File: config.mk
export PLATFORM = sky130hd
export DESIGN_NAME = frame_readout_ctrl_flat
export DESIGN_NICKNAME = d
export VERILOG_FILES = /design/src/rtl/frame_readout_ctrl_pkg.sv /design/src/rtl/frame_readout_ctrl_if.sv /design/src/rtl/frame_readout_ctrl_tx_byte_gate.sv /design/src/rtl/frame_readout_ctrl.sv /design/src/flat_wrapper.sv
export SDC_FILE = /design/constraint.sdc
export NUM_CORES = 1
export LEC_CHECK = 0
export ABC_AREA = 1
export BUFFER_PORTS_ARGS = -buffer_cell sky130_fd_sc_hd__buf_2
export CAP_MARGIN = 20
export CORE_ASPECT_RATIO = 1.4
export CORE_MARGIN = 8
export CORE_UTILIZATION = 45
export CTS_BUF_LIST = sky130_fd_sc_hd__clkbuf_8
export CTS_CLUSTER_SIZE = 20
export DETAILED_ROUTE_END_ITERATION = 6
export PLACE_DENSITY = 0.69
export SETUP_SLACK_MARGIN = 0.1
export SYNTH_ARGS = -nofsm -noshare
export SYNTH_HDL_FRONTEND = slang
export SYNTH_SLANG_ARGS = --single-unit
File: constraint.sdc
create_clock -name CLK -period 2 [get_ports CLK]
set_input_delay 0.1 -clock CLK [delete_from_list [all_inputs] [get_ports CLK]]
set_output_delay 0.1 -clock CLK [all_outputs]
set_load 0.1 [all_outputs]
File: src/rtl/frame_readout_ctrl_pkg.sv
// Shared definitions for the frame readout controller: command codes, header bytes,
// FSM state encodings and small command-decode helpers.
package frame_readout_ctrl_pkg;

  localparam logic [7:0] CMD_FULL  = 8'h46;
  localparam logic [7:0] CMD_HALF  = 8'h48;
  localparam logic [7:0] HDR0_BYTE = 8'hA5;
  localparam logic [7:0] HDR1_BYTE = 8'h5A;

  typedef enum logic [2:0] {
    ST_IDLE      = 3'd0,
    ST_HDR0      = 3'd1,
    ST_HDR1      = 3'd2,
    ST_WAIT_LINE = 3'd3,
    ST_FETCH     = 3'd4,
    ST_SEND      = 3'd5,
    ST_CKSUM     = 3'd6,
    ST_NEXT_LINE = 3'd7
  } state_t;

  typedef enum logic {
    GATE_READY = 1'b0,
    GATE_GUARD = 1'b1
  } gate_state_t;

  function automatic logic is_cmd(input logic [7:0] b);
    return (b == CMD_FULL) || (b == CMD_HALF);
  endfunction

  function automatic logic [1:0] cmd_step(input logic [7:0] b);
    return (b == CMD_HALF) ? 2'd2 : 2'd1;
  endfunction

endpackage

File: src/rtl/frame_readout_ctrl_if.sv
// Command, line-buffer and uart_send signal bundle around the frame readout controller.
interface frame_readout_ctrl_if #(
  parameter int unsigned H = 752,
  parameter int unsigned V = 480
);
  localparam int unsigned CW = $clog2(H);
  localparam int unsigned LW = $clog2(V);

  logic [7:0]    CMD_DATA;
  logic          CMD_VALID;
  logic          LINE_READY;
  logic [7:0]    PIXEL_DATA;
  logic          TX_IDLE;
  logic [LW-1:0] SELECTED_LINE;
  logic [CW-1:0] SELECTED_COLUMN;
  logic          RELEASE_LINE;
  logic [7:0]    TX_DATA;
  logic          TX_DATA_READY;
  logic          BUSY;

  modport master (
    input  CMD_DATA, CMD_VALID, LINE_READY, PIXEL_DATA, TX_IDLE,
    output SELECTED_LINE, SELECTED_COLUMN, RELEASE_LINE, TX_DATA, TX_DATA_READY, BUSY
  );

  modport slave (
    output CMD_DATA, CMD_VALID, LINE_READY, PIXEL_DATA, TX_IDLE,
    input  SELECTED_LINE, SELECTED_COLUMN, RELEASE_LINE, TX_DATA, TX_DATA_READY, BUSY
  );
endinterface

File: src/rtl/frame_readout_ctrl_tx_byte_gate.sv
// Byte gate towards uart_send: waits for TX_IDLE, emits a 1-cycle strobe with the byte,
// then holds off one guard cycle so a stale TX_IDLE cannot trigger a second strobe.
module tx_byte_gate
  import frame_readout_ctrl_pkg::*;
(
  input  logic       clk,
  input  logic       rst,
  input  logic       send_req,
  input  logic [7:0] send_byte,
  input  logic       tx_idle,
  output logic [7:0] tx_data,
  output logic       tx_data_ready,
  output logic       byte_done
);

  gate_state_t gstate;

  always_ff @(posedge clk) begin
    if (rst) begin
      gstate        <= GATE_READY;
      tx_data       <= 8'h00;
      tx_data_ready <= 1'b0;
      byte_done     <= 1'b0;
    end else begin
      tx_data_ready <= 1'b0;
      byte_done     <= 1'b0;
      case (gstate)
        GATE_READY: begin
          if (send_req && tx_idle) begin
            tx_data       <= send_byte;
            tx_data_ready <= 1'b1;
            byte_done     <= 1'b1;
            gstate        <= GATE_GUARD;
          end
        end
        GATE_GUARD: gstate <= GATE_READY;
        default:    gstate <= GATE_READY;
      endcase
    end
  end

endmodule

File: src/rtl/frame_readout_ctrl.sv
// Frame readout sequencer: header, then each line's pixels (full or 2x2-decimated).
// Define FRAME_READOUT_CKSUM_EN to append an 8-bit per-line checksum byte.
module frame_readout_ctrl
  import frame_readout_ctrl_pkg::*;
#(
  parameter int unsigned H = 752,
  parameter int unsigned V = 480
) (
  input  logic                 CLK,
  input  logic                 RST,
  frame_readout_ctrl_if.master bus
);

  localparam int unsigned CW  = $clog2(H);
  localparam int unsigned LW  = $clog2(V);
  localparam int unsigned CW1 = CW + 1;
  localparam int unsigned LW1 = LW + 1;

  state_t        state;
  logic [1:0]    step;
  logic [CW-1:0] col;
  logic [LW-1:0] line;
  logic          release_line;
  logic          busy;
  logic          byte_done;
  logic          send_req_c;
  logic [7:0]    send_byte_c;
  logic [CW1-1:0] col_next_c;
  logic [LW1-1:0] line_next_c;
  logic           col_more_c;
  logic           line_more_c;
`ifdef FRAME_READOUT_CKSUM_EN
  logic [7:0]    cksum;
`endif

  // Extra bit keeps odd H/V with step 2 from wrapping past the end
  assign col_next_c  = {1'b0, col} + CW1'(step);
  assign line_next_c = {1'b0, line} + LW1'(step);
  assign col_more_c  = col_next_c < CW1'(H);
  assign line_more_c = line_next_c < LW1'(V);

  always_comb begin
    send_req_c  = 1'b0;
    send_byte_c = 8'h00;
    case (state)
      ST_HDR0: begin send_req_c = 1'b1; send_byte_c = HDR0_BYTE;      end
      ST_HDR1: begin send_req_c = 1'b1; send_byte_c = HDR1_BYTE;      end
      ST_SEND: begin send_req_c = 1'b1; send_byte_c = bus.PIXEL_DATA; end
`ifdef FRAME_READOUT_CKSUM_EN
      ST_CKSUM: begin send_req_c = 1'b1; send_byte_c = cksum;         end
`endif
      default: ;
    endcase
  end

  tx_byte_gate u_gate (
    .clk           (CLK),
    .rst           (RST),
    .send_req      (send_req_c),
    .send_byte     (send_byte_c),
    .tx_idle       (bus.TX_IDLE),
    .tx_data       (bus.TX_DATA),
    .tx_data_ready (bus.TX_DATA_READY),
    .byte_done     (byte_done)
  );

  always_ff @(posedge CLK) begin
    if (RST) begin
      state        <= ST_IDLE;
      step         <= 2'd1;
      col          <= '0;
      line         <= '0;
      release_line <= 1'b1;
      busy         <= 1'b0;
`ifdef FRAME_READOUT_CKSUM_EN
      cksum        <= 8'h00;
`endif
    end else begin
      case (state)
        ST_IDLE: begin
          if (bus.CMD_VALID && is_cmd(bus.CMD_DATA)) begin
            step         <= cmd_step(bus.CMD_DATA);
            busy         <= 1'b1;
            release_line <= 1'b0;
            state        <= ST_HDR0;
          end
        end
        ST_HDR0: if (byte_done) state <= ST_HDR1;
        ST_HDR1: if (byte_done) state <= ST_WAIT_LINE;
        ST_WAIT_LINE: begin
          if (bus.LINE_READY) begin
`ifdef FRAME_READOUT_CKSUM_EN
            cksum <= 8'h00;
`endif
            state <= ST_FETCH;
          end
        end
        ST_FETCH: state <= ST_SEND;
        ST_SEND: begin
          if (byte_done) begin
`ifdef FRAME_READOUT_CKSUM_EN
            cksum <= cksum + bus.TX_DATA;
`endif
            if (col_more_c) begin
              col   <= col_next_c[CW-1:0];
              state <= ST_FETCH;
            end else begin
              col <= '0;
`ifdef FRAME_READOUT_CKSUM_EN
              state <= ST_CKSUM;
`else
              release_line <= 1'b1;
              state        <= ST_NEXT_LINE;
`endif
            end
          end
        end
`ifdef FRAME_READOUT_CKSUM_EN
        ST_CKSUM: begin
          if (byte_done) begin
            release_line <= 1'b1;
            state        <= ST_NEXT_LINE;
          end
        end
`endif
        ST_NEXT_LINE: begin
          if (line_more_c) begin
            line         <= line_next_c[LW-1:0];
            release_line <= 1'b0;
            state        <= ST_WAIT_LINE;
          end else begin
            line  <= '0;
            busy  <= 1'b0;
            state <= ST_IDLE;
          end
        end
        default: state <= ST_IDLE;
      endcase
    end
  end

  assign bus.SELECTED_LINE   = line;
  assign bus.SELECTED_COLUMN = col;
  assign bus.RELEASE_LINE    = release_line;
  assign bus.BUSY            = busy;

endmodule

File: src/flat_wrapper.sv
// flat-port wrapper written by rule: the top's interface ports become plain ports
module frame_readout_ctrl_flat import frame_readout_ctrl_pkg::*;
#(
  parameter int unsigned H = 752,
  parameter int unsigned V = 480
)
  (CLK, RST, bus_CMD_DATA, bus_CMD_VALID, bus_LINE_READY, bus_PIXEL_DATA, bus_TX_IDLE, bus_SELECTED_LINE, bus_SELECTED_COLUMN, bus_RELEASE_LINE, bus_TX_DATA, bus_TX_DATA_READY, bus_BUSY);
  frame_readout_ctrl_if #(.H(H), .V(V)) bus_i ();
  input  logic CLK;
  input  logic RST;
  input wire logic [$bits(bus_i.CMD_DATA)-1:0] bus_CMD_DATA;
  input wire logic [$bits(bus_i.CMD_VALID)-1:0] bus_CMD_VALID;
  input wire logic [$bits(bus_i.LINE_READY)-1:0] bus_LINE_READY;
  input wire logic [$bits(bus_i.PIXEL_DATA)-1:0] bus_PIXEL_DATA;
  input wire logic [$bits(bus_i.TX_IDLE)-1:0] bus_TX_IDLE;
  output wire logic [$bits(bus_i.SELECTED_LINE)-1:0] bus_SELECTED_LINE;
  output wire logic [$bits(bus_i.SELECTED_COLUMN)-1:0] bus_SELECTED_COLUMN;
  output wire logic [$bits(bus_i.RELEASE_LINE)-1:0] bus_RELEASE_LINE;
  output wire logic [$bits(bus_i.TX_DATA)-1:0] bus_TX_DATA;
  output wire logic [$bits(bus_i.TX_DATA_READY)-1:0] bus_TX_DATA_READY;
  output wire logic [$bits(bus_i.BUSY)-1:0] bus_BUSY;
  assign bus_i.CMD_DATA = bus_CMD_DATA;
  assign bus_i.CMD_VALID = bus_CMD_VALID;
  assign bus_i.LINE_READY = bus_LINE_READY;
  assign bus_i.PIXEL_DATA = bus_PIXEL_DATA;
  assign bus_i.TX_IDLE = bus_TX_IDLE;
  assign bus_SELECTED_LINE = bus_i.SELECTED_LINE;
  assign bus_SELECTED_COLUMN = bus_i.SELECTED_COLUMN;
  assign bus_RELEASE_LINE = bus_i.RELEASE_LINE;
  assign bus_TX_DATA = bus_i.TX_DATA;
  assign bus_TX_DATA_READY = bus_i.TX_DATA_READY;
  assign bus_BUSY = bus_i.BUSY;
  frame_readout_ctrl #(.H(H), .V(V)) u_core (.CLK(CLK), .RST(RST), .bus(bus_i));
endmodule
==> impl_metrics.py <==
metrics = {
    "finish": {
        "fraction_of_final_layout_cells_sized_beyond_drive_strength_1_pct": 39.3,
        "layout.cells.most_common_list": "nand2_1, buf_2, nor2_1",
        "area_growth_pct": 26.6,
        "num_antenna_cells": 0,
        "postLayoutCellArea_um2": 2570,
        "layout.cells.most_common": "nand2_1",
        "fin_nets": 368,
        "final-instance-count-excl-fill": 403,
    },
    "placement": {
        "detailed_place_hpwl_mm": 3.82,
        "placed_cells": 393,
        "port-buffer-count": 50,
        "gpl.final_weighted_congestion": 0.873,
        "dp_slack_ns": 0.0676,
        "area_post_placement_um2": 2420,
    },
    "worst_setup_path": {
        "arrival_ns": 2.14,
        "crit_path_start_kind": "flop",
        "worst_path_largest_cell_delay_ns": 0.37,
        "worstSetupEndpointType": "flop",
        "crit_path_max_fanout": 4,
        "cell_breakdown_of_the_critical_path": "ha_4, fa_2, nand2_4, nor2_4, inv_2, nand3_2, nor2_2, nand4_1, nand2_2, nand2_1, nand3_1, nand2_1, a21oi_1",
        "cp_data_required_time_ns": 2.22,
        "timing.critical_path.slowest_stage_cell": "dfxtp_4",
        "critPathBufInv": 1,
        "critical-path-top-delay-family": "simple AND/OR/NAND/NOR gates",
        "critical_path.most_common_cell": "nand2_1",
        "worst-setup-path-type": "reg2reg",
    },
    "clock_network": {
        "worst_setup_hold_path_clk_slew_ns": 0.07,
        "clock_insertion_delay_worst_skew_ns": 0.29,
        "clkSinkCount": 35,
        "clock_tree.buffer_depth": 2,
        "cts_root_buffer": "clkbuf_8",
        "cts_hold_repair.buffers": 0,
        "cts.htree.levels": 2,
        "tritoncts": "yes",
        "numCtsBuffers": 5,
    },
    "logic_synthesis": {
        "netlist.area_leader.share_pct": 34.5,
        "synth-warning-count": 0,
        "yosysTopAreaCell": "dfxtp_1",
        "netlist_instances": 282,
        "syn_nets": 309,
        "ys_seq_elements": 35,
        "seq_area_frac_synth_pct": 34.5,
        "netlist_area_um2": 2030,
        "synth.top_cells.by_area": "dfxtp_1, nand2_1, nand3_1",
        "synth_area_per_cell_um2": 7.19,
        "synthDistinctLibCells": 34,
    },
    "pwr": {
        "cellLeakagePower_nw": 1.14,
        "power.density_cell_area_nw_per_um2": 531,
        "vdd_ir_drop_max_uv": 329,
    },
    "sta": {
        "slew_headroom_pct": 66.7,
        "timing.setup.tns_ns": 0,
        "highest_clock_rate_ghz": 0.522,
        "max_slew.worst_pin.slew_ns": 0.503,
        "post-route-period-util_pct": 95.8,
        "final_report_max_slew_violation_count": 0,
        "clock-skew-final_ns": 0.00509,
        "finalHoldViolCount": 0,
        "rsz0062_at_grt": "true",
        "worst_slack_ns": 0.0832,
        "holdWs_ns": 0.111,
        "timing.final.setup_violations": 0,
        "crit_path_time_final_ns": 1.92,
    },
    "global_routing": {
        "grtUsageMet3_pct": 5.79,
        "global_route.overflow_total": 0,
        "antenna_found_initial": 0,
        "grt_first_pass_wirelength_mm": 8.00,
        "use_met1_pct": 13.9,
        "grt.met2_usage_pct": 26.6,
        "maximum_number_of_pins_on_one_net_before_global_route_repair": 20,
        "groute.usage.overall_pct": 14.5,
        "global_route.peak_usage_layer": "met2",
        "first_global_vias": 1966,
    },
    "status": {
        "outcome": "completed",
    },
    "floorplanning": {
        "core-area_um2": 4430,
        "initial_core_util_pct": 45.8,
        "die_height_um": 95.4,
        "fp-row-count": 29,
        "io_pins": 51,
        "dieWidth_um": 72.7,
        "design.die.area_um2": 6940,
    },
    "detailed_routing": {
        "drt_pass1_iterations": 4,
        "via_count": 1990,
        "via_count_normalized_by_instance_count": 4.94,
        "drt_first_iter_violations": 53,
        "drt.antenna.violating_nets": 0,
        "route.final.wire_length_mm": 4.86,
        "dr_drc_count": 0,
        "wl_per_cell_um": 12.1,
    },
    "worst_hold_path": {
        "hp-class": "in2reg",
    },
    "job": {
        "maxCapViolCount": 0,
    },
}
[report_power, final]
| part | switching [mW] | internal [mW] |
|---|---|---|
| registers | 0.00818 | 0.696 |
| logic | 0.0907 | 0.0446 |
| clock network | 0.254 | 0.270 |
[what timing repair did]
action                                  4_1_cts  5_1_grt
pin swaps                                     3        1
buffers inserted                              0        3
resized for setup                             4        8
endpoints found under the setup margin       15       23
[metal layers]
metal  up-vias  part of all wire (%)
met3         8                   6.6
met2        44                    52
met5         -                     0
met4         0                   1.9
met1       899                    40
li1       1039                     -
[worst min-delay path: stages]
cell     delay [ns]
buf_2          0.07
o21ai_0        0.05
o21ai_0        0.14
[state kept, by name, summed over array words and instances (netlist names)]
signal and flops:
u_core.bus.SELECTED_COLUMN 10, u_core.bus.SELECTED_LINE 9, u_core.u_gate.tx_data 8, u_core.state 3, u_core.step 2, u_core.bus.BUSY 1, u_core.bus.RELEASE_LINE 1, u_core.u_gate.byte_done 1
[stage by stage]
| step | util [%] | total power [mW] |
|---|---|---|
| 6_report | 58.0 | 1.36 |
| 2_1_floorplan | - | 0.814 |
| 3_5_place_dp | 54.7 | 0.858 |
| 4_1_cts | 56.8 | 1.38 |
| 3_3_place_gp | 54.7 | 0.856 |
| 5_1_grt | 58.0 | 1.42 |
[worst paths after layout]
path | endpoint | slack, ns | cells after the start | startpoint
hold reg to reg | u_core.bus.BUSY | 0.48 | 2 | u_core.bus.BUSY
setup / recovery | u_core.state[0] | 0.08 | 13 | u_core.step[0]
hold / removal | u_core.u_gate.tx_data[5] | 0.11 | 3 | bus_PIXEL_DATA[5]
setup reg to reg | u_core.state[0] | 0.08 | 13 | u_core.step[0]
[final cells by class]
class | count | area [µm²]
fill | 436 | 1860
timing repair buffer | 55 | 288
clock buffer | 6 | 82.6
inverter | 35 | 134
tap | 62 | 77.6
sequential | 35 | 739
clock inverter | 1 | 5.00
multi-input combinational | 209 | 1240
[logic make-up (layout without fill, tap and decap cells)]
group	count (synthesis)	count (layout)	synth area share, %
and+or+nand+nor	150	150	36.9
buffers and inverters	38	97	7.09
xor gates and xnor gates	5	5	2.16
DFF	35	35	34.5
AOI/OAI and AO/OA	48	48	14.9
adders and majority gates	6	6	4.44
[synthesized netlist by cell type, drive strengths merged]
library cell  number
buf                1
nor3               2
fa                 2
a22o               1
xnor2              1
nand3b             3
inv               34
clkinv             1
nor2              34
a21o               1
nand4              3
o21ai             13
nand2             78
dfxtp             35
nand3             28
xor2               4
nor4               1
ha                 4
o31ai              1
o211ai             1
a211oi             5
or2                1
a21oi             26
clkbuf             2
(Power assumes the default switching activity.)
